[src/rtl/riscv_v_pkg.sv]
// Shared types for the vector permutation write-back stage: queue entry layout,
// controller state encoding and a saturating counter helper.
package riscv_v_pkg;

    localparam int RISCV_V_DATA_WIDTH     = 128;
    localparam int RISCV_V_NUM_BYTES_DATA = RISCV_V_DATA_WIDTH / 8;
    localparam int RISCV_V_VEC_RES_WIDTH  = RISCV_V_DATA_WIDTH + RISCV_V_NUM_BYTES_DATA;
    localparam int RISCV_V_INT_WIDTH      = 32;
    localparam int RISCV_V_REG_ADDR_WIDTH = 5;
    localparam int RISCV_V_STALL_CNT_W    = 16;

    // Destination kind of a queued permutation result
    typedef enum logic {
        WB_TYPE_I2V = 1'b0,
        WB_TYPE_V2I = 1'b1
    } wb_type_e;

    // One queued result; vec_data keeps the per-byte valid bits in its low slice
    typedef struct packed {
        wb_type_e                          typ;
        logic [RISCV_V_REG_ADDR_WIDTH-1:0] rd;
        logic [RISCV_V_REG_ADDR_WIDTH-1:0] vd;
        logic [RISCV_V_INT_WIDTH-1:0]      int_data;
        logic [RISCV_V_VEC_RES_WIDTH-1:0]  vec_data;
    } wb_entry_t;

    // Write-back controller states
    typedef enum logic [1:0] {
        WB_IDLE  = 2'd0,
        WB_WRITE = 2'd1,
        WB_STALL = 2'd2
    } wb_state_e;

    // Increment that sticks at all-ones instead of wrapping
    function automatic logic [RISCV_V_STALL_CNT_W-1:0] sat_inc_cnt(
        input logic [RISCV_V_STALL_CNT_W-1:0] v
    );
        return (&v) ? v : v + RISCV_V_STALL_CNT_W'(1);
    endfunction

endpackage

[src/rtl/riscv_v_permutation_wb_if.sv]
// Bundle of the result handshake and register-file write ports of the
// permutation write-back stage.
interface riscv_v_permutation_wb_if;
    import riscv_v_pkg::*;

    logic                              flush_i;
    logic                              valid_i;
    logic                              ready_o;
    logic                              is_i2v_i;
    logic                              is_v2i_i;
    logic [RISCV_V_REG_ADDR_WIDTH-1:0] rd_addr_i;
    logic [RISCV_V_REG_ADDR_WIDTH-1:0] vd_addr_i;
    logic [RISCV_V_INT_WIDTH-1:0]      integer_data_i;
    logic [RISCV_V_VEC_RES_WIDTH-1:0]  vector_data_i;
    logic                              int_wr_en_o;
    logic                              int_wr_ready_i;
    logic [RISCV_V_REG_ADDR_WIDTH-1:0] int_wr_addr_o;
    logic [RISCV_V_INT_WIDTH-1:0]      int_wr_data_o;
    logic                              vec_wr_en_o;
    logic [RISCV_V_REG_ADDR_WIDTH-1:0] vec_wr_addr_o;
    logic [RISCV_V_DATA_WIDTH-1:0]     vec_wr_data_o;
    logic [RISCV_V_NUM_BYTES_DATA-1:0] vec_wr_byte_en_o;
    logic                              err_o;
    logic [RISCV_V_STALL_CNT_W-1:0]    stall_cnt_o;

    // Write-back stage side
    modport slave (
        input  flush_i, valid_i, is_i2v_i, is_v2i_i, rd_addr_i, vd_addr_i,
               integer_data_i, vector_data_i, int_wr_ready_i,
        output ready_o, int_wr_en_o, int_wr_addr_o, int_wr_data_o,
               vec_wr_en_o, vec_wr_addr_o, vec_wr_data_o, vec_wr_byte_en_o,
               err_o, stall_cnt_o
    );

    // Permutation ALU / register file side
    modport master (
        output flush_i, valid_i, is_i2v_i, is_v2i_i, rd_addr_i, vd_addr_i,
               integer_data_i, vector_data_i, int_wr_ready_i,
        input  ready_o, int_wr_en_o, int_wr_addr_o, int_wr_data_o,
               vec_wr_en_o, vec_wr_addr_o, vec_wr_data_o, vec_wr_byte_en_o,
               err_o, stall_cnt_o
    );

endinterface

[src/rtl/riscv_v_wb_fifo.sv]
// Result queue for the permutation write-back stage. DEPTH must be a power of
// two so the pointers wrap naturally. Storage is not reset; only pointers and
// the occupancy count are.
module riscv_v_wb_fifo
    import riscv_v_pkg::*;
#(
    parameter  int DEPTH = 2,
    localparam int PTR_W = (DEPTH > 1) ? $clog2(DEPTH) : 1,
    localparam int CNT_W = $clog2(DEPTH + 1)
) (
    input  logic             clk,
    input  logic             rst,
    input  logic             flush_i,
    input  logic             push_i,
    input  logic             pop_i,
    input  wb_entry_t        entry_i,
    output wb_entry_t        head_o,
    output logic [CNT_W-1:0] count_o,
    output logic [CNT_W-1:0] count_next_o
);

    wb_entry_t        mem_q [DEPTH];
    logic [PTR_W-1:0] wr_ptr_q, wr_ptr_d;
    logic [PTR_W-1:0] rd_ptr_q, rd_ptr_d;
    logic [CNT_W-1:0] count_q, count_d;
    logic             do_push, do_pop;

    // Pointer and occupancy update; flush wins over any push or pop
    always_comb begin
        wr_ptr_d = wr_ptr_q;
        rd_ptr_d = rd_ptr_q;
        count_d  = count_q;
        do_push  = push_i && !flush_i;
        do_pop   = pop_i && !flush_i && (count_q != '0);
        if (flush_i) begin
            wr_ptr_d = '0;
            rd_ptr_d = '0;
            count_d  = '0;
        end else begin
            if (do_push) wr_ptr_d = wr_ptr_q + PTR_W'(1);
            if (do_pop)  rd_ptr_d = rd_ptr_q + PTR_W'(1);
            case ({do_push, do_pop})
                2'b10:   count_d = count_q + CNT_W'(1);
                2'b01:   count_d = count_q - CNT_W'(1);
                default: count_d = count_q;
            endcase
        end
    end

    // Control state register
    always_ff @(posedge clk) begin
        if (rst) begin
            wr_ptr_q <= '0;
            rd_ptr_q <= '0;
            count_q  <= '0;
        end else begin
            wr_ptr_q <= wr_ptr_d;
            rd_ptr_q <= rd_ptr_d;
            count_q  <= count_d;
        end
    end

    // Entry storage, written at the tail
    always_ff @(posedge clk) begin
        if (do_push) mem_q[wr_ptr_q] <= entry_i;
    end

    assign head_o       = mem_q[rd_ptr_q];
    assign count_o      = count_q;
    assign count_next_o = count_d;

endmodule

[src/rtl/riscv_v_permutation_wb.sv]
// Permutation write-back stage: queues integer-to-vector and vector-to-integer
// results and drains them, one per cycle, to the vector or scalar register
// file. The vector port always accepts; the scalar port may stall the head.
module riscv_v_permutation_wb
    import riscv_v_pkg::*;
#(
    parameter int DEPTH = 2
) (
    input logic                      clk,
    input logic                      rst,
    riscv_v_permutation_wb_if.slave  wb
);

    localparam int CNT_W = $clog2(DEPTH + 1);

    wb_entry_t                       entry_in;
    wb_entry_t                       head;
    logic [CNT_W-1:0]                count;
    logic [CNT_W-1:0]                count_next;
    logic                            ready;
    logic                            accept;
    logic                            push;
    logic                            pop;
    logic                            both_set;

    wb_state_e                       state_q, state_d;
    logic                            err_q, err_d;
    logic [RISCV_V_STALL_CNT_W-1:0]  stall_cnt_q, stall_cnt_d;

    logic                            int_wr_en;
    logic [RISCV_V_REG_ADDR_WIDTH-1:0] int_wr_addr;
    logic [RISCV_V_INT_WIDTH-1:0]    int_wr_data;
    logic                            vec_wr_en;
    logic [RISCV_V_REG_ADDR_WIDTH-1:0] vec_wr_addr;
    logic [RISCV_V_DATA_WIDTH-1:0]   vec_wr_data;
    logic [RISCV_V_NUM_BYTES_DATA-1:0] vec_wr_byte_en;

    assign ready = (count < CNT_W'(DEPTH));

    // Upstream handshake: classify the incoming result and build its entry
    always_comb begin
        accept            = wb.valid_i && ready;
        push              = accept && (wb.is_i2v_i ^ wb.is_v2i_i) && !wb.flush_i;
        both_set          = accept && wb.is_i2v_i && wb.is_v2i_i;
        entry_in.typ      = wb.is_v2i_i ? WB_TYPE_V2I : WB_TYPE_I2V;
        entry_in.rd       = wb.rd_addr_i;
        entry_in.vd       = wb.vd_addr_i;
        entry_in.int_data = wb.integer_data_i;
        entry_in.vec_data = wb.vector_data_i;
    end

    riscv_v_wb_fifo #(
        .DEPTH (DEPTH)
    ) u_fifo (
        .clk          (clk),
        .rst          (rst),
        .flush_i      (wb.flush_i),
        .push_i       (push),
        .pop_i        (pop),
        .entry_i      (entry_in),
        .head_o       (head),
        .count_o      (count),
        .count_next_o (count_next)
    );

    // Write ports driven from the head entry, plus next-state selection
    always_comb begin
        int_wr_en      = 1'b0;
        int_wr_addr    = '0;
        int_wr_data    = '0;
        vec_wr_en      = 1'b0;
        vec_wr_addr    = '0;
        vec_wr_data    = '0;
        vec_wr_byte_en = '0;
        pop            = 1'b0;
        state_d        = state_q;

        if (state_q != WB_IDLE) begin
            if (head.typ == WB_TYPE_V2I) begin
                int_wr_en   = 1'b1;
                int_wr_addr = head.rd;
                int_wr_data = head.int_data;
                pop         = wb.int_wr_ready_i;
            end else begin
                vec_wr_en      = 1'b1;
                vec_wr_addr    = head.vd;
                vec_wr_data    = head.vec_data[RISCV_V_VEC_RES_WIDTH-1:RISCV_V_NUM_BYTES_DATA];
                vec_wr_byte_en = head.vec_data[RISCV_V_NUM_BYTES_DATA-1:0];
                pop            = 1'b1;
            end
        end

        // A v2i head that was offered but not granted keeps the port held in STALL
        if (wb.flush_i || (count_next == '0)) begin
            state_d = WB_IDLE;
        end else if (int_wr_en && !wb.int_wr_ready_i) begin
            state_d = WB_STALL;
        end else begin
            state_d = WB_WRITE;
        end
    end

    // Sticky error flag and saturating stall-cycle counter
    always_comb begin
        err_d       = err_q | both_set;
        stall_cnt_d = (state_q == WB_STALL) ? sat_inc_cnt(stall_cnt_q) : stall_cnt_q;
    end

    // Controller state register
    always_ff @(posedge clk) begin
        if (rst) begin
            state_q     <= WB_IDLE;
            err_q       <= 1'b0;
            stall_cnt_q <= '0;
        end else begin
            state_q     <= state_d;
            err_q       <= err_d;
            stall_cnt_q <= stall_cnt_d;
        end
    end

    assign wb.ready_o          = ready;
    assign wb.int_wr_en_o      = int_wr_en;
    assign wb.int_wr_addr_o    = int_wr_addr;
    assign wb.int_wr_data_o    = int_wr_data;
    assign wb.vec_wr_en_o      = vec_wr_en;
    assign wb.vec_wr_addr_o    = vec_wr_addr;
    assign wb.vec_wr_data_o    = vec_wr_data;
    assign wb.vec_wr_byte_en_o = vec_wr_byte_en;
    assign wb.err_o            = err_q;
    assign wb.stall_cnt_o      = stall_cnt_q;

endmodule

[src/flat_wrapper.sv]
// flat-port wrapper written by rule: the top's interface ports become plain ports
module riscv_v_permutation_wb_flat import riscv_v_pkg::*;
#(
    parameter int DEPTH = 2
)
  (clk, rst, wb_flush_i, wb_valid_i, wb_is_i2v_i, wb_is_v2i_i, wb_rd_addr_i, wb_vd_addr_i, wb_integer_data_i, wb_vector_data_i, wb_int_wr_ready_i, wb_ready_o, wb_int_wr_en_o, wb_int_wr_addr_o, wb_int_wr_data_o, wb_vec_wr_en_o, wb_vec_wr_addr_o, wb_vec_wr_data_o, wb_vec_wr_byte_en_o, wb_err_o, wb_stall_cnt_o);
  riscv_v_permutation_wb_if wb_i ();
  input logic clk;
  input logic rst;
  input wire logic [$bits(wb_i.flush_i)-1:0] wb_flush_i;
  input wire logic [$bits(wb_i.valid_i)-1:0] wb_valid_i;
  input wire logic [$bits(wb_i.is_i2v_i)-1:0] wb_is_i2v_i;
  input wire logic [$bits(wb_i.is_v2i_i)-1:0] wb_is_v2i_i;
  input wire logic [$bits(wb_i.rd_addr_i)-1:0] wb_rd_addr_i;
  input wire logic [$bits(wb_i.vd_addr_i)-1:0] wb_vd_addr_i;
  input wire logic [$bits(wb_i.integer_data_i)-1:0] wb_integer_data_i;
  input wire logic [$bits(wb_i.vector_data_i)-1:0] wb_vector_data_i;
  input wire logic [$bits(wb_i.int_wr_ready_i)-1:0] wb_int_wr_ready_i;
  output wire logic [$bits(wb_i.ready_o)-1:0] wb_ready_o;
  output wire logic [$bits(wb_i.int_wr_en_o)-1:0] wb_int_wr_en_o;
  output wire logic [$bits(wb_i.int_wr_addr_o)-1:0] wb_int_wr_addr_o;
  output wire logic [$bits(wb_i.int_wr_data_o)-1:0] wb_int_wr_data_o;
  output wire logic [$bits(wb_i.vec_wr_en_o)-1:0] wb_vec_wr_en_o;
  output wire logic [$bits(wb_i.vec_wr_addr_o)-1:0] wb_vec_wr_addr_o;
  output wire logic [$bits(wb_i.vec_wr_data_o)-1:0] wb_vec_wr_data_o;
  output wire logic [$bits(wb_i.vec_wr_byte_en_o)-1:0] wb_vec_wr_byte_en_o;
  output wire logic [$bits(wb_i.err_o)-1:0] wb_err_o;
  output wire logic [$bits(wb_i.stall_cnt_o)-1:0] wb_stall_cnt_o;
  assign wb_i.flush_i = wb_flush_i;
  assign wb_i.valid_i = wb_valid_i;
  assign wb_i.is_i2v_i = wb_is_i2v_i;
  assign wb_i.is_v2i_i = wb_is_v2i_i;
  assign wb_i.rd_addr_i = wb_rd_addr_i;
  assign wb_i.vd_addr_i = wb_vd_addr_i;
  assign wb_i.integer_data_i = wb_integer_data_i;
  assign wb_i.vector_data_i = wb_vector_data_i;
  assign wb_i.int_wr_ready_i = wb_int_wr_ready_i;
  assign wb_ready_o = wb_i.ready_o;
  assign wb_int_wr_en_o = wb_i.int_wr_en_o;
  assign wb_int_wr_addr_o = wb_i.int_wr_addr_o;
  assign wb_int_wr_data_o = wb_i.int_wr_data_o;
  assign wb_vec_wr_en_o = wb_i.vec_wr_en_o;
  assign wb_vec_wr_addr_o = wb_i.vec_wr_addr_o;
  assign wb_vec_wr_data_o = wb_i.vec_wr_data_o;
  assign wb_vec_wr_byte_en_o = wb_i.vec_wr_byte_en_o;
  assign wb_err_o = wb_i.err_o;
  assign wb_stall_cnt_o = wb_i.stall_cnt_o;
  riscv_v_permutation_wb #(.DEPTH(DEPTH)) u_core (.clk(clk), .rst(rst), .wb(wb_i));
endmodule
[config.mk]
export PLATFORM = sky130hd
export DESIGN_NAME = riscv_v_permutation_wb_flat
export DESIGN_NICKNAME = d
export VERILOG_FILES = /design/src/rtl/riscv_v_pkg.sv /design/src/rtl/riscv_v_permutation_wb_if.sv /design/src/rtl/riscv_v_wb_fifo.sv /design/src/rtl/riscv_v_permutation_wb.sv /design/src/flat_wrapper.sv
export SDC_FILE = /design/constraint.sdc
export NUM_CORES = 1
export LEC_CHECK = 0
export CAP_MARGIN = 20
export CORE_MARGIN = 5
export CORE_UTILIZATION = 45
export DETAILED_ROUTE_END_ITERATION = 8
export GPL_ROUTABILITY_DRIVEN = 0
export GPL_TIMING_DRIVEN = 0
export PLACE_DENSITY = 0.82
export SLEW_MARGIN = 20
export SYNTH_ARGS = -nofsm -noshare
export SYNTH_HDL_FRONTEND = slang
export SYNTH_SLANG_ARGS = --single-unit
[constraint.sdc]
create_clock -name clk -period 15.4 [get_ports clk]
set_input_delay 3.85 -clock clk [delete_from_list [all_inputs] [get_ports clk]]
set_output_delay 3.85 -clock clk [all_outputs]
set_load 0.01 [all_outputs]
==> summary.md, run 1 <==
| Metric | Value |
|---|---|
| Status | finished clean |
| Root buf cell | clkbuf_16 |
| Pleak | 6.79 nW |
| Deepest clock path buffer count | 3 |
| H-tree depth | 2 |
| Layout Cells excl Fill | 1,874 |
| Seq/Total Area, Yosys | 76.8% |
| Overflow left after global routing | 0 |
| Clock sinks | 398 |
| I/O Pins | 399 |
| Worst Clk Skew | 0.0225 ns |
| Final setup TNS | 0 ns |
| Peak VDD IR | 0.000116 V |
| Drt pass-1 iters | 5 |
| EDFF count, synth | 374 |
| Flops & latches, synth | 398 |
| DRC | 0 |
| DR iter-0 viols | 411 |
| Syn avg cell area | 16.3 um^2 |
| Pins Over Slew Limit | 0 |
| Required @ worst endpoint | 11.55 ns |
| Global-route wire length before repair | 58,700 um |
| Routed wire length | 38,800 um |
| Post-DP HPWL | 27,700 um |
| Area share of the largest cell type after synthesis | 73.7% |
| Worst Path Max Fanout | 10 |
| Cell depth of the worst flop-to-flop path | 6 |
| Port buffer count | 396 |
| Starting Density | 45.5% |
| Die width | 194 um |
| Async set or reset register ratio after synthesis | 0% |
| Post-route clock period utilization | 44.2% |
| Resize count post-CTS | 0 |
| Fin crit period | 6.80 ns |
| Mean number of vias per cell | 5.10 |
| Max-Cap Viols | 0 |
| Critical path launch point type | flop |
| Initial antenna violation count | 4 |
| Tightest Hold Check Type | reg2reg |
| Largest net degree at the start of global routing | 27 |
| Synth Instances | 934 |
| Core Util, Final | 64.4% |
| Num CTS Buffers | 42 |
| Worst-margin pin slew | 0.863 ns |
| Yosys top cell by area | edfxtp_1 |
| PwrDens | 109 nW/um^2 |
| RSZ-0062 raised after global routing | no |
| Synth area leaders | edfxtp_1, mux2i_1, nor2_1 |
| Number of global-route vias before repair | 10,139 |
| Layout Area Growth over Synthesis | 41.5% |
| Hold Crit Depth | 2 |
| Worst EP arrival | 2.95 ns |
| Rows | 67 |
| Clock transition at path regs | 0.06 ns |
| Nets | 1,586 |
| Routed via count | 9,550 |
| Setup Fix Bufs, Post-CTS | 0 |
| Yosys cell types | 44 |
| Layout cells sized above 1 | 8.01% |
| CTS tree | yes |
| Yosys warning count | 0 |
| Antenna-violating nets left | 0 |
| Endpoints failing hold | 0 |
| Max-slew headroom | 42.4% |
| Cts hold-fix bufs | 0 |
| Crit Path Category | reg2out |
| Min Hold Slack | 0.537 ns |
| Final Setup Violations | 0 |
| Core Area | 33,500 um^2 |
| Peak Freq | 147 MHz |
| Cell count after placement | 1,795 |
| Worst setup EP type | primary output |
| GRT Resource Usage Total | 19.8% |
| Post-route setup slack | 8.60 ns |
| Pre-CTS setup slack | 8.71 ns |
| Die H | 194 um |
| Die area | 37,700 um^2 |
| Mapped Area | 15,200 um^2 |
| Synthesized Nets | 1,129 |
| Wire per inst | 20.7 um |
| Worst skew pair latency | 0.53 ns |
| Synth Flop Type | edfxtp_1 |
## report_power, final
part	internal [W]	switching, W
clock	0.000615	0.000409
sequential	0.00121	0.00000508
combinational	0.0000636	0.0000444
total	0.00189	0.000459
## registers in the layout (all words and copies together), names as in the netlist, named ones only
name / flops
u_core.state_q: 2
u_core.u_fifo.count_o: 2
u_core.u_fifo.mem_q: 374
u_core.u_fifo.rd_ptr_q: 1
u_core.u_fifo.wr_ptr_q: 1
u_core.wb.err_o: 1
u_core.wb.stall_cnt_o: 16
## logic make-up (layout without fill, tap and decap cells)
family | Yosys count | count (layout) | synth area share [%]
buffers and inverters | 60 | 550 | 1.85
AO/OA/AOI/OAI | 31 | 31 | 1.41
XOR/XNOR | 5 | 5 | 0.287
adder cells (fa/ha/maj) | 2 | 2 | 0.164
AND/OR/NAND/NOR | 248 | 248 | 6.96
flip-flops | 398 | 398 | 76.8
other | 0 | 2 | 0
multiplexers | 190 | 190 | 12.5
## metrics by stage
stage,area (um^2),total power (W)
6_report,21600,0.00234
5_1_grt,21600,0.00242
4_1_cts,21600,0.00237
3_5_place_dp,20200,0.00134
3_3_place_gp,19800,0.00134
2_1_floorplan,15200,0.00127
## per-layer routing
metal | GRT usage [%] | vias to the layer above | wire length (um)
li1 | - | 4417 | -
met1 | 23.6 | 4678 | 14700
met2 | 34.9 | 364 | 20100
met3 | 5.04 | 87 | 2620
met4 | 7.42 | 4 | 1380
met5 | 0 | - | 34
## critical path, cell delays in order, from the launching register on
cell and delay, ns:
dfxtp_1 0.34, buf_6 0.13, buf_2 0.34, clkbuf_1 0.65
mux2i_1 0.17, nor2_1 0.22, clkdlybuf4s50_1 0.59
## layout by cell type (no fill, tap or decap), types with 5 or more instances in the layout
cell             count
buf_2                9
clkbuf_1            31
nor2b_1              6
nand2_1              5
o21ai_1              5
dfxtp_1             24
buf_4               10
inv_1                8
buf_12              11
mux2i_1            186
nor2_1             194
bufinv_16            6
or4_1                5
a21oi_1             11
clkinv_1             5
clkinv_2            11
buf_16               5
nor4_1               5
clkbuf_16           43
nand3_1              5
edfxtp_1           374
nor3_1               7
clkdlybuf4s50_1    396
## cell type report
| cell class | count | area [um^2] |
|---|---|---|
| well taps | 448 | 561 |
| multi-input cells | 476 | 3270 |
| fillers | 2333 | 12000 |
| plain buffers | 50 | 244 |
| flip-flops and latches | 398 | 11700 |
| inverters | 10 | 37.5 |
| clock buffers | 45 | 1080 |
| clock inverters | 32 | 337 |
| repair buffers | 413 | 4330 |
| diodes | 2 | 5.00 |
## Yosys cell counts (6+ instances only)
| cell | count |
|---|---|
| a21oi_1 | 11 |
| clkbuf_1 | 29 |
| nor3_1 | 7 |
| inv_1 | 8 |
| edfxtp_1 | 374 |
| nor2_1 | 196 |
| nor2b_1 | 6 |
| mux2i_1 | 186 |
| buf_2 | 9 |
| dfxtp_1 | 24 |
| buf_4 | 10 |
## final timing paths
kind | from | endpoint | slack (ns)
worst max-delay path | flop | wb_vec_wr_data_o[31] | 8.60
worst max register to register | u_core.u_fifo.count_o[1]$_SDFF_PP0_ | u_core.u_fifo.mem_q[0][39]$_DFFE_PP_ | 12.91
worst min register to register | u_core.wb.stall_cnt_o[15]$_SDFFE_PP0P_ | u_core.wb.stall_cnt_o[15]$_SDFFE_PP0P_ | 0.54
worst min-delay path | u_core.wb.stall_cnt_o[15]$_SDFFE_PP0P_ | u_core.wb.stall_cnt_o[15]$_SDFFE_PP0P_ | 0.54
(Power assumes the default switching activity.)
==> run 2, diff against run 1 <==
CORE_UTILIZATION = 44   (was 45)
PLACE_DENSITY = 0.83   (was 0.82)
clock period = 6.1 ns   (was 15.4 ns; I/O delays follow)
==> run 2 against run 1 <==
  * Total power grew 150%
  * Utilization shrank 1.5 points
  * Highest routed layer unchanged
  * Die area grew 2.2%
  * Global-route usage shrank 0.78 points
  * Clock skew shrank 0.014 ns
  * Critical endpoint is now wb_vec_wr_data_o[34]
  * Worst hold slack lost 0.0086 ns
  * Clock-buffer cell count grew 7
  * Non-clock buffer count grew 2
  * Register-to-register slack lost 9.3 ns
  * Setup slack lost 7.0 ns
==> summary.md, run 2 (synthesis gave the netlist of run 1 again) <==
| Metric | Value |
|---|---|
| Status | finished clean |
| Cell area after layout | 21,600 um^2 |
| Starting Density | 44.4% |
| Port buffer count | 396 |
| Cts hold-fix bufs | 0 |
| Most common cell after layout, fill and taps aside | clkdlybuf4s50_1 |
| Clock transition at path regs | 0.06 ns |
| Core Area | 34,400 um^2 |
| Worst Path Max Fanout | 10 |
| Antenna-violating nets left | 0 |
| Global-route wire length before repair | 57,100 um |
| Max reg flops | 374 |
| Worst Clk Skew | 0.00887 ns |
| Highest routed layer | met5 |
| Most frequent cells in the layout | clkdlybuf4s50_1, edfxtp_1, nor2_1, mux2i_1, clkbuf_16 |
| Drt pass-1 iters | 7 |
| Largest net degree at the start of global routing | 28 |
| Fin crit period | 4.52 ns |
| Number of global-route vias before repair | 9,974 |
| Nets | 1,587 |
| Required @ worst endpoint | 4.58 ns |
| M1 wire length | 14,200 um |
| RSZ-0062 raised after global routing | no |
| Int Pwr | 0.00471 W |
| Routed wl met3 | 2900 um |
| Total placed instance area | 20,200 um^2 |
| PwrDens | 270 nW/um^2 |
| DR WL met2 | 20,100 um |
| Peak VDD IR | 0.000284 V |
| Routed via count | 9,475 |
| Die H | 196 um |
| Root buf cell | clkbuf_16 |
| Post-route clock period utilization | 74.1% |
| Worst setup EP type | primary output |
| Final Setup Violations | 0 |
| Post-DP HPWL | 27,500 um |
| I/O Pins | 399 |
| Resize count post-CTS | 0 |
| Clock power share | 42.8% |
| Layout Area Growth over Synthesis | 41.7% |
| Worst-margin pin slew | 0.852 ns |
| Worst EP arrival | 2.99 ns |
| H-tree depth | 2 |
| Critical path launch point type | flop |
| Pins Over Slew Limit | 0 |
| Mean number of vias per cell | 5.04 |
| Sequential Power Share | 52.5% |
| Overflow left after global routing | 0 |
| Clock sinks | 398 |
| Die area | 38,500 um^2 |
| Combinational Power Share | 4.7% |
| Reg with most FFs | u_core.u_fifo.mem_q |
| DRC | 0 |
| Crit Path Category | reg2out |
| Max-Cap Viols | 0 |
| Layout cells sized above 1 | 7.31% |
| Peak Freq | 221 MHz |
| Initial antenna violation count | 4 |
| Endpoints failing hold | 0 |
| Switching pwr | 0.00112 W |
| Rows | 68 |
| Die width | 196 um |
| Max-slew headroom | 43.2% |
| GRT Resource Usage Total | 19.1% |
| Num CTS Buffers | 41 |
| Sw Ratio | 19.1% |
| Wire per inst | 20.4 um |
| Tightest Hold Check Type | reg2reg |
| CTS tree | yes |
| DR iter-0 viols | 380 |
| Pleak | 6.79 nW |
| Setup Fix Bufs, Post-CTS | 0 |
| Routed wire length | 38,300 um |
| Worst skew pair latency | 0.53 ns |
| Deepest clock path buffer count | 3 |
| Final setup TNS | 0 ns |
[run 2: per-layer routing]
layer | global-route usage [%] | up-vias
met1 | 22.5 | 4617
met2 | 33.9 | 365
li1 | - | 4417
met5 | 0 | -
met4 | 6.57 | 4
met3 | 4.95 | 72
[run 2: path summary, 6_finish.rpt]
kind                                                           from                              endpoint  slack, ns  cells after the start
worst min register to register           u_core.wb.err_o$_SDFF_PP0_            u_core.wb.err_o$_SDFF_PP0_       0.53                      2
worst min-delay path                     u_core.wb.err_o$_SDFF_PP0_            u_core.wb.err_o$_SDFF_PP0_       0.53                      2
worst max register to register  u_core.u_fifo.count_o[1]$_SDFF_PP0_  u_core.u_fifo.mem_q[1][35]$_DFFE_PP_       3.62                      7
worst max-delay path                                           flop                  wb_vec_wr_data_o[34]       1.58                      7
[run 2: worst max-delay path: stages (launching register included)]
cell and delay, ns:
dfxtp_1 0.32, buf_6 0.12, mux2_4 0.33, or2_1 0.30, buf_2 0.19, clkbuf_1 0.36
nor2_1 0.21, clkdlybuf4s50_1 0.62
[run 2: cell type report]
class                           count  area (um^2)
Inverter                           10         37.5
Multi-Input combinational cell    476         3270
Tap cell                          455          569
Sequential cell                   398        11700
Clock buffer                       52         1110
Buffer                             50          244
Clock inverter                     22          240
Antenna cell                        2         5.00
Timing Repair Buffer              415         4420
Fill cell                        2434        12800
[run 2: per-stage QoR]
stage	setup WS [ns]	std cells	util, %	hold slack [ns]	total power, W
2_1_floorplan	-1.29	934	-	0.511	0.00319
3_3_place_gp	-4.49	1785	57.6	0.462	0.00337
3_5_place_dp	1.82	1803	58.9	0.489	0.00339
4_1_cts	1.35	1877	62.8	0.516	0.00589
5_1_grt	1.38	1880	62.9	0.546	0.00603
6_report	1.58	1880	62.9	0.529	0.00583
[run 2: power groups by stage]
stage / Sequential, W / Clock (W) / Combinational [W]
CTS: 0.00306 / 0.00255 / 0.000277
floorplan: 0.00313 / 0 / 0.0000674
finish: 0.00306 / 0.00249 / 0.000274
global route: 0.00306 / 0.00267 / 0.000294
global placement: 0.00313 / 0 / 0.000242
detailed placement: 0.00312 / 0 / 0.000275
==> run 3, diff against run 2 <==
CORE_UTILIZATION = 45   (was 44)
PLACE_DENSITY = 0.82   (was 0.83)
clock period = 4.4 ns   (was 6.1 ns; I/O delays follow)
==> run 3 against run 2 <==
  * Sequential share of layout area is essentially flat
  * Via count up 0.33%
  * Sequential power rose by 39%
  * Critical path type unchanged
  * Critical endpoint is now wb_vec_wr_data_o[32]
==> summary.md, run 3 (synthesis gave the netlist of run 1 again) <==
| Metric | Value |
|---|---|
| Critical R2R Launch | u_core.u_fifo.count_o[1]$_SDFF_PP0_ |
| Post-DP HPWL | 27,100 um |
| Core Area | 33,500 um^2 |
| Die area | 37,700 um^2 |
| Most frequent cells in the layout | clkdlybuf4s50_1, edfxtp_1, nor2_1, mux2i_1, clkbuf_16 |
| Fin crit period | 4.14 ns |
| Tightest Hold Check Type | reg2reg |
| Wire per inst | 20.2 um |
| Drt pass-1 iters | 5 |
| Pins Over Slew Limit | 0 |
| Post-route clock period utilization | 94.1% |
| H-tree depth | 2 |
| Layout cells sized above 1 | 7.23% |
| Worst Path Max Fanout | 10 |
| Core Util, Final | 64.4% |
| Port buffer count | 396 |
| Multi-input gate area | 3270 um^2 |
| Num CTS Buffers | 42 |
| Sequential cell area | 11,700 um^2 |
| DR iter-0 viols | 437 |
| Clock transition at path regs | 0.06 ns |
| Layout Cells excl Fill | 1,877 |
| Most common cell after layout, fill and taps aside | clkdlybuf4s50_1 |
| Routed via count | 9,506 |
| Worst Clk Skew | 0.0150 ns |
| Overflow left after global routing | 0 |
| Critical path launch point type | flop |
| Initial antenna violation count | 3 |
| GRT Resource Usage Total | 19.4% |
| Routed wire length | 37,900 um |
| Rows | 67 |
| Mean number of vias per cell | 5.06 |
| Total placed instance area | 20,200 um^2 |
| Worst-margin pin slew | 0.835 ns |
| I/O Pins | 399 |
| Cell area after layout | 21,600 um^2 |
| Pleak | 6.79 nW |
| Filler Cells Inserted | 2,310 |
| Clock sinks | 398 |
| Die width | 194 um |
| Layout Area Growth over Synthesis | 41.6% |
| CTS tree | yes |
| DRC | 0 |
| Max-slew headroom | 44.4% |
| PwrDens | 374 nW/um^2 |
| Final Setup Violations | 0 |
| Hold path startpoint | u_core.wb.err_o$_SDFF_PP0_ |
| Worst setup EP type | primary output |
| Global-route wire length before repair | 57,600 um |
| Antenna-violating nets left | 0 |
| Endpoints failing hold | 0 |
| Max reg flops | 374 |
| Nets | 1,586 |
| Reg with most FFs | u_core.u_fifo.mem_q |
| RSZ-0062 raised after global routing | no |
| Peak VDD IR | 0.000356 V |
| Final Total Pwr | 0.00807 W |
| Worst skew pair latency | 0.53 ns |
| Crit Path Category | reg2out |
| Deepest clock path buffer count | 3 |
| Number of global-route vias before repair | 10,147 |
| Slowest cell delay on critical path | 0.73 ns |
| Peak Freq | 241 MHz |
| Largest net degree at the start of global routing | 28 |
| Die H | 194 um |
| Worst EP arrival | 3.04 ns |
| Required @ worst endpoint | 3.30 ns |
| Status | finished clean |
| Slowest CP cell | clkdlybuf4s15_1 |
| Max-Cap Viols | 0 |
| Crit path cell chain | buf_6, buf_2, clkdlybuf4s15_1, mux2i_1, nor2_1, clkdlybuf4s50_1 |
| Starting Density | 45.5% |
| Cell count after placement | 1,795 |
| Root buf cell | clkbuf_16 |
## run 3: cell count changes in the layout (fill, tap and decap cells not counted), moves of 2 or more
| cell | before | now |
|---|---|---|
| diode_2 | 2 | 4 |
| buf_12 | 7 | 9 |
| buf_16 | 11 | 8 |
| inv_6 | 3 | 1 |
| clkinv_8 | 0 | 3 |
| clkinv_1 | 7 | 15 |
| clkbuf_1 | 38 | 32 |
## run 3: metal layers
layer	vias up	global-route usage, %	wire length [um]
met3	73	5.02	2740
met4	0	6.38	1010
met1	4631	22.7	14200
met2	383	35.0	20000
li1	4419	-	-
met5	-	0	0
## run 3: final cells by class
cell class	instances	share of cell area, %
multi-input combinational	476	15.1
inverter	10	0.174
clock inverter	30	1.26
buffer	50	1.26
sequential	398	54.2
clock buffer	48	5.07
tap	448	2.60
timing repair buffer	413	20.2
antenna	4	0.0464
## run 3: repair_timing
| item | 4_1_cts | 5_1_grt |
|---|---|---|
| setup endpoints to repair | 0 | 1 |
| hold buffers | 0 | 0 |
| gates resized for setup | 0 | 2 |
| setup buffers | 0 | 0 |
## run 3: stage by stage
step / setup WS [ns] / TNS, ns / hold slack, ns
after floorplan: -0.491 / -176.97 / 0.511
after global placement: -2.63 / -967.78 / 0.462
after detailed placement: 0.452 / 0 / 0.492
after CTS: 0.102 / 0 / 0.517
after global routing: 0.0318 / 0 / 0.541
final: 0.259 / 0 / 0.511
## run 3: critical path: cells and delay by family (launching register included)
kind / cells / cell delay (ns)
simple gates: 1 / 0.21
buf+inv: 4 / 1.78
flops: 1 / 0.32
mux: 1 / 0.20
## run 3: path summary, 6_finish.rpt
kind	endpoint	slack, ns	cells after the start
max	wb_vec_wr_data_o[32]	0.26	6
min	u_core.wb.err_o$_SDFF_PP0_	0.51	2
max reg2reg	u_core.u_fifo.mem_q[1][33]$_DFFE_PP_	1.90	7
min reg2reg	u_core.wb.err_o$_SDFF_PP0_	0.51	2
## run 3: power breakdown
group / internal, W / switching, W
Clock: 0.00203 / 0.00141
Sequential: 0.00422 / 0.0000180
Combinational: 0.000228 / 0.000153
Total: 0.00648 / 0.00158
==> variant 1: new RTL, config.mk and constraints of run 3 <==
`DEPTH` is set to 2 in 3 places; all go to 4.
--- a/src/rtl/riscv_v_wb_fifo.sv
+++ b/src/rtl/riscv_v_wb_fifo.sv
@@ -5,5 +5,5 @@
     import riscv_v_pkg::*;
 #(
-    parameter  int DEPTH = 2,
+    parameter  int DEPTH = 4,
     localparam int PTR_W = (DEPTH > 1) ? $clog2(DEPTH) : 1,
     localparam int CNT_W = $clog2(DEPTH + 1)
--- a/src/rtl/riscv_v_permutation_wb.sv
+++ b/src/rtl/riscv_v_permutation_wb.sv
@@ -5,5 +5,5 @@
     import riscv_v_pkg::*;
 #(
-    parameter int DEPTH = 2
+    parameter int DEPTH = 4
 ) (
     input logic                      clk,
--- a/src/flat_wrapper.sv
+++ b/src/flat_wrapper.sv
@@ -2,5 +2,5 @@
 module riscv_v_permutation_wb_flat import riscv_v_pkg::*;
 #(
-    parameter int DEPTH = 2
+    parameter int DEPTH = 4
 )
   (clk, rst, wb_flush_i, wb_valid_i, wb_is_i2v_i, wb_is_v2i_i, wb_rd_addr_i, wb_vd_addr_i, wb_integer_data_i, wb_vector_data_i, wb_int_wr_ready_i, wb_ready_o, wb_int_wr_en_o, wb_int_wr_addr_o, wb_int_wr_data_o, wb_vec_wr_en_o, wb_vec_wr_addr_o, wb_vec_wr_data_o, wb_vec_wr_byte_en_o, wb_err_o, wb_stall_cnt_o);
Behaviour: not the same (a bounded check fails within 4 cycles, from zero or initial values and one cycle with rst high).
==> variant 1 against run 3 <==
Area after synthesis increased by 94%. First-iteration DRC count increased to 2.8 times the old value. Setup slack got worse by 130 ps. Cell area increased by 75%. Power increased by 87%. Sequential cell count increased by 378. Clock skew increased by 4.5 ps. Routed wire length increased by 76%. Critical path depth increased by 1. Clock power increased by 86%. Critical endpoint is now wb_vec_wr_data_o[15]. Largest cell class unchanged.
==> variant 1: results (changes against run 3) <==
| Metric | Value |
|---|---|
| Distinct cells, synth | 40 (was 44) |
| Count of non-CTS buffers in the layout | 483 (was 463) |
| Pin count of the biggest net entering global routing | 46 (was 28) |
| Comb pwr share | 3.1% (was 4.7%) |
| R2r setup slk | 1250 ps (was 1900 ps) |
| Synth Area in XOR/XNOR | 0.148% (was 0.287%) |
| TAP cells | 864 (was 448) |
| Worst EP arrival | 3170 ps (was 3040 ps) |
| Clkbuf count | 91 (was 48) |
| Hold_ws | 487 ps (was 511 ps) |
| Met3 routed WL | 4.81 mm (was 2.74 mm) |
| Switch Pwr | 0.00298 W (was 0.00158 W) |
| Clk Latency, worst-skew pair | 620 ps (was 530 ps) |
| Static Leakage | 11.9 nW (was 6.79 nW) |
| N_diodes | 5 (was 4) |
| Sequential cell area share | 61.1% (was 54.2%) |
| Cts bufs inserted | 78 (was 42) |
| Multi-input combinational area share | 16.5% (was 15.1%) |
| CP max stage delay | 570 ps (was 730 ps) |
| NonClk Buf Share | 12.8% (was 21.5%) |
| Actual slew at the worst max-slew pin | 880 ps (was 835 ps) |
| CP Capture Point | wb_vec_wr_data_o[15] (was wb_vec_wr_data_o[32]) |
| Synth Area in Compound Gates | 0.762% (was 1.41%) |
| H-Tree Depth | 3 (was 2) |
| Clk_skew | 19.5 ps (was 15.0 ps) |
| Placed cell area | 35000 µm² (was 20200 µm²) |
| DR WL met2 | 34.8 mm (was 20.0 mm) |
| Commonest cells post-synth | edfxtp_1, mux4_2, and2_1, clkbuf_1, nor2b_1 (was edfxtp_1, nor2_1, mux2i_1, clkbuf_1, dfxtp_1) |
| Port bufs | 398 (was 396) |
| Layout Cells excl Fill | 2767 (was 1877) |
| Met1 wire length | 25.6 mm (was 14.2 mm) |
| First-pass GRT wire length | 99.8 mm (was 57.6 mm) |
| Outcome | complete, no violations (unchanged) |
| EDFF count, synth | 748 (was 374) |
| Adder-Cell Fraction of Synth Area | 0.322% (was 0.164%) |
| Layout cell share with drive strength beyond 1 | 20.4% (was 7.23%) |
| Register area share after synthesis | 77.9% (was 76.8%) |
| R2R cell count | 10 (was 7) |
| Highest routed metal layer | met5 (was met4) |
| Final worst-path cycle share | 97.0% (was 94.1%) |
| Reg power frac | 54.4% (was 52.6%) |
| Worst R2R End | u_core.state_q[1] (was u_core.u_fifo.mem_q[1][33]) |
| DP HPWL | 43.9 mm (was 27.1 mm) |
| Final instance area | 37700 µm² (was 21600 µm²) |
| Nets | 2042 (was 1586) |
-- variant 1: changes by cell type after synthesis, moves of 5 or more --
cell	delta
nor2b_1	+38
buf_2	+12
buf_4	-10
o21ai_0	+5
edfxtp_1	+374
o21ai_1	-5
nor2_1	-177
and2_1	+154
clkbuf_1	+17
mux4_2	+187
mux2i_1	-184
-- variant 1: through the flow --
stage	setup TNS, ps	power (W)
after global routing	-21.1	0.0156
final	0	0.0151
after global placement	-2481000	0.00878
after detailed placement	-39390	0.00881
after CTS	-465	0.0152
after floorplan	-294690	0.00849
-- variant 1: critical path: cells and delay by family, from the launching register on --
family | cells | cell delay [ps]
flops | 1 | 330
simple gates | 2 | 340
buf+inv | 4 | 1280
mux | 1 | 570
-- variant 1: timing repair --
item	CTS	global route
buffers inserted	2	1
gates resized for setup	48	30
pin swaps	1	0
endpoints found under the setup margin	179	89
-- variant 1: per-layer routing --
layer	up-vias	track usage [%]
met1	7779	23.6
met4	8	5.29
met5	-	0
met3	116	4.70
li1	6510	-
met2	536	31.8
==> variant 2: new RTL, settings of run 3 <==
Made on the original files. Encoding of `wb_state_e`: now one-hot (3 bits for 3 states).
--- a/src/rtl/riscv_v_pkg.sv
+++ b/src/rtl/riscv_v_pkg.sv
@@ -26,8 +26,8 @@
 
     // Write-back controller states
-    typedef enum logic [1:0] {
-        WB_IDLE  = 2'd0,
-        WB_WRITE = 2'd1,
-        WB_STALL = 2'd2
+    typedef enum logic [2:0] {
+        WB_IDLE  = 3'b001,
+        WB_WRITE = 3'b010,
+        WB_STALL = 3'b100
     } wb_state_e;
 
Formal check against the unedited RTL: no difference found for any inputs over 4 cycles, from zero or initial values and one cycle with rst high; so few cycles prove little.
==> variant 2 against run 3 <==
Area after synthesis up 0.59%. Fmax shrank 0.64%. Routed wire length grew 2.7%. Utilization shrank 0.38 points. Power fell by 1.7%. Register-to-register slack better by 100 ps. Sequential power is essentially flat. Largest cell class unchanged. Setup slack lost 27 ps. Cell area shrank 0.34%. Critical path depth is the same. Sequential cell count rose by 1. First-iteration DRC count shrank 8.0%. Global-route usage rose by 0.31 points.
==> variant 2: results (changes against run 3) <==
| Metric | Value |
|---|---|
| Top fanout value on the critical path | 10 (unchanged) |
| Worst R2R End | u_core.u_fifo.mem_q[1][36] (was u_core.u_fifo.mem_q[1][33]) |
| DRT iter0 DRCs | 402 (was 437) |
| Slew HR | 35.7% (was 44.4%) |
| First-pass GRT wire length | 58.4 mm (was 57.6 mm) |
| Layout Cells excl Fill | 1875 (was 1877) |
| Nets | 1588 (was 1586) |
| Peak supply drop | 0.000332 V (was 0.000356 V) |
| Vias in the first global route | 10400 (was 10100) |
| Total Routing Usage GR | 19.8% (was 19.4%) |
| Port bufs | 397 (was 396) |
| Largest delay share family, worst path | buffers and inverters (unchanged) |
| Outcome | complete, no violations (unchanged) |
| RR Startpoint | u_core.u_fifo.count_o[1] (unchanged) |
| Clk_skew | 27.0 ps (was 15.0 ps) |
| DP Worst Slack | 543 ps (was 452 ps) |
| Multiplexer share of the synthesized area | 12.3% (was 12.5%) |
| Placed cell count | 1798 (was 1795) |
| CP max stage delay | 670 ps (was 730 ps) |
| R2r setup slk | 2000 ps (was 1900 ps) |
| Cts bufs inserted | 41 (was 42) |
| Pin count of the biggest net entering global routing | 25 (was 28) |
| Synth Area in Compound Gates | 1.52% (was 1.41%) |
| Worst EP arrival | 3070 ps (was 3040 ps) |
| Hold_ws | 507 ps (was 511 ps) |
| Layout cell share with drive strength beyond 1 | 8.56% (was 7.23%) |
| Commonest cells post-synth | edfxtp_1, nor2_1, mux2i_1, buf_2, dfxtp_1 (was edfxtp_1, nor2_1, mux2i_1, clkbuf_1, dfxtp_1) |
| Distinct cells, synth | 47 (was 44) |
| Placed cell area | 20300 µm² (was 20200 µm²) |
| Syn Area/Cell | 16.4 µm² (was 16.3 µm²) |
| Vias per inst | 5.08 (was 5.06) |
| Wirelength per Cell | 20.7 µm (was 20.2 µm) |
| Area contributors post-synth | edfxtp_1, mux2i_1, nor2_1 (unchanged) |
| Max stage delay cell, worst path | clkbuf_1 (was clkdlybuf4s15_1) |
| Synth Area in XOR/XNOR | 0.286% (was 0.287%) |
| Hold Crit Start | u_core.wb.err_o (unchanged) |
| Adder-Cell Fraction of Synth Area | 0.163% (was 0.164%) |
| Hold Path Depth | 2 (unchanged) |
| DP HPWL | 28.2 mm (was 27.1 mm) |
| R2R cell count | 6 (was 7) |
| Static Leakage | 6.83 nW (was 6.79 nW) |
## variant 2: cell types whose count changed in the layout (fill, tap and decap cells not counted), sizes merged, moves of 4 or more
| cell | before | now |
|---|---|---|
| nor3b | 0 | 4 |
| nand2 | 5 | 9 |
| nor3 | 7 | 3 |
| clkbuf | 76 | 59 |
| buf | 38 | 55 |
| clkinv | 24 | 15 |
## variant 2: power by group
part | switching (W) | internal (W)
logic | 0.000180 | 0.000251
clock network | 0.00139 | 0.00185
registers | 0.0000198 | 0.00423
total | 0.00159 | 0.00634
## variant 2: area by class of cell
class | instances | area (µm²)
multi-input combinational | 484 | 3350
timing repair buffer | 413 | 4350
tap | 448 | 561
clock buffer | 53 | 1070
antenna | 2 | 5.00
inverter | 9 | 33.8
sequential | 399 | 11700
fill | 2367 | 12100
clock inverter | 22 | 181
buffer | 45 | 243
## variant 2: metal layers
layer | share of wire, % | wire length, µm | track usage, % | vias to the layer above
li1 | - | - | - | 4438
met1 | 37 | 14200 | 22.1 | 4659
met2 | 53 | 20500 | 36.1 | 367
met3 | 7.8 | 3040 | 5.92 | 64
met4 | 2.9 | 1120 | 6.46 | 2
met5 | 0.033 | 13 | 0 | -
## variant 2: worst max path at each step
stage | start | end | slack, ps | depth (start not counted)
floorplan | wb_is_i2v_i | u_core.u_fifo.mem_q[1][0] | -390 | 3
global placement | wb_is_v2i_i | u_core.u_fifo.mem_q[0][58] | -2550 | 4
finish | register | wb_vec_wr_data_o[26] | 230 | 6
detailed placement | wb_is_v2i_i | u_core.u_fifo.mem_q[1][51] | 540 | 7
global route | register | wb_vec_wr_data_o[26] | 130 | 6
CTS | register | wb_vec_wr_data_o[26] | 150 | 6
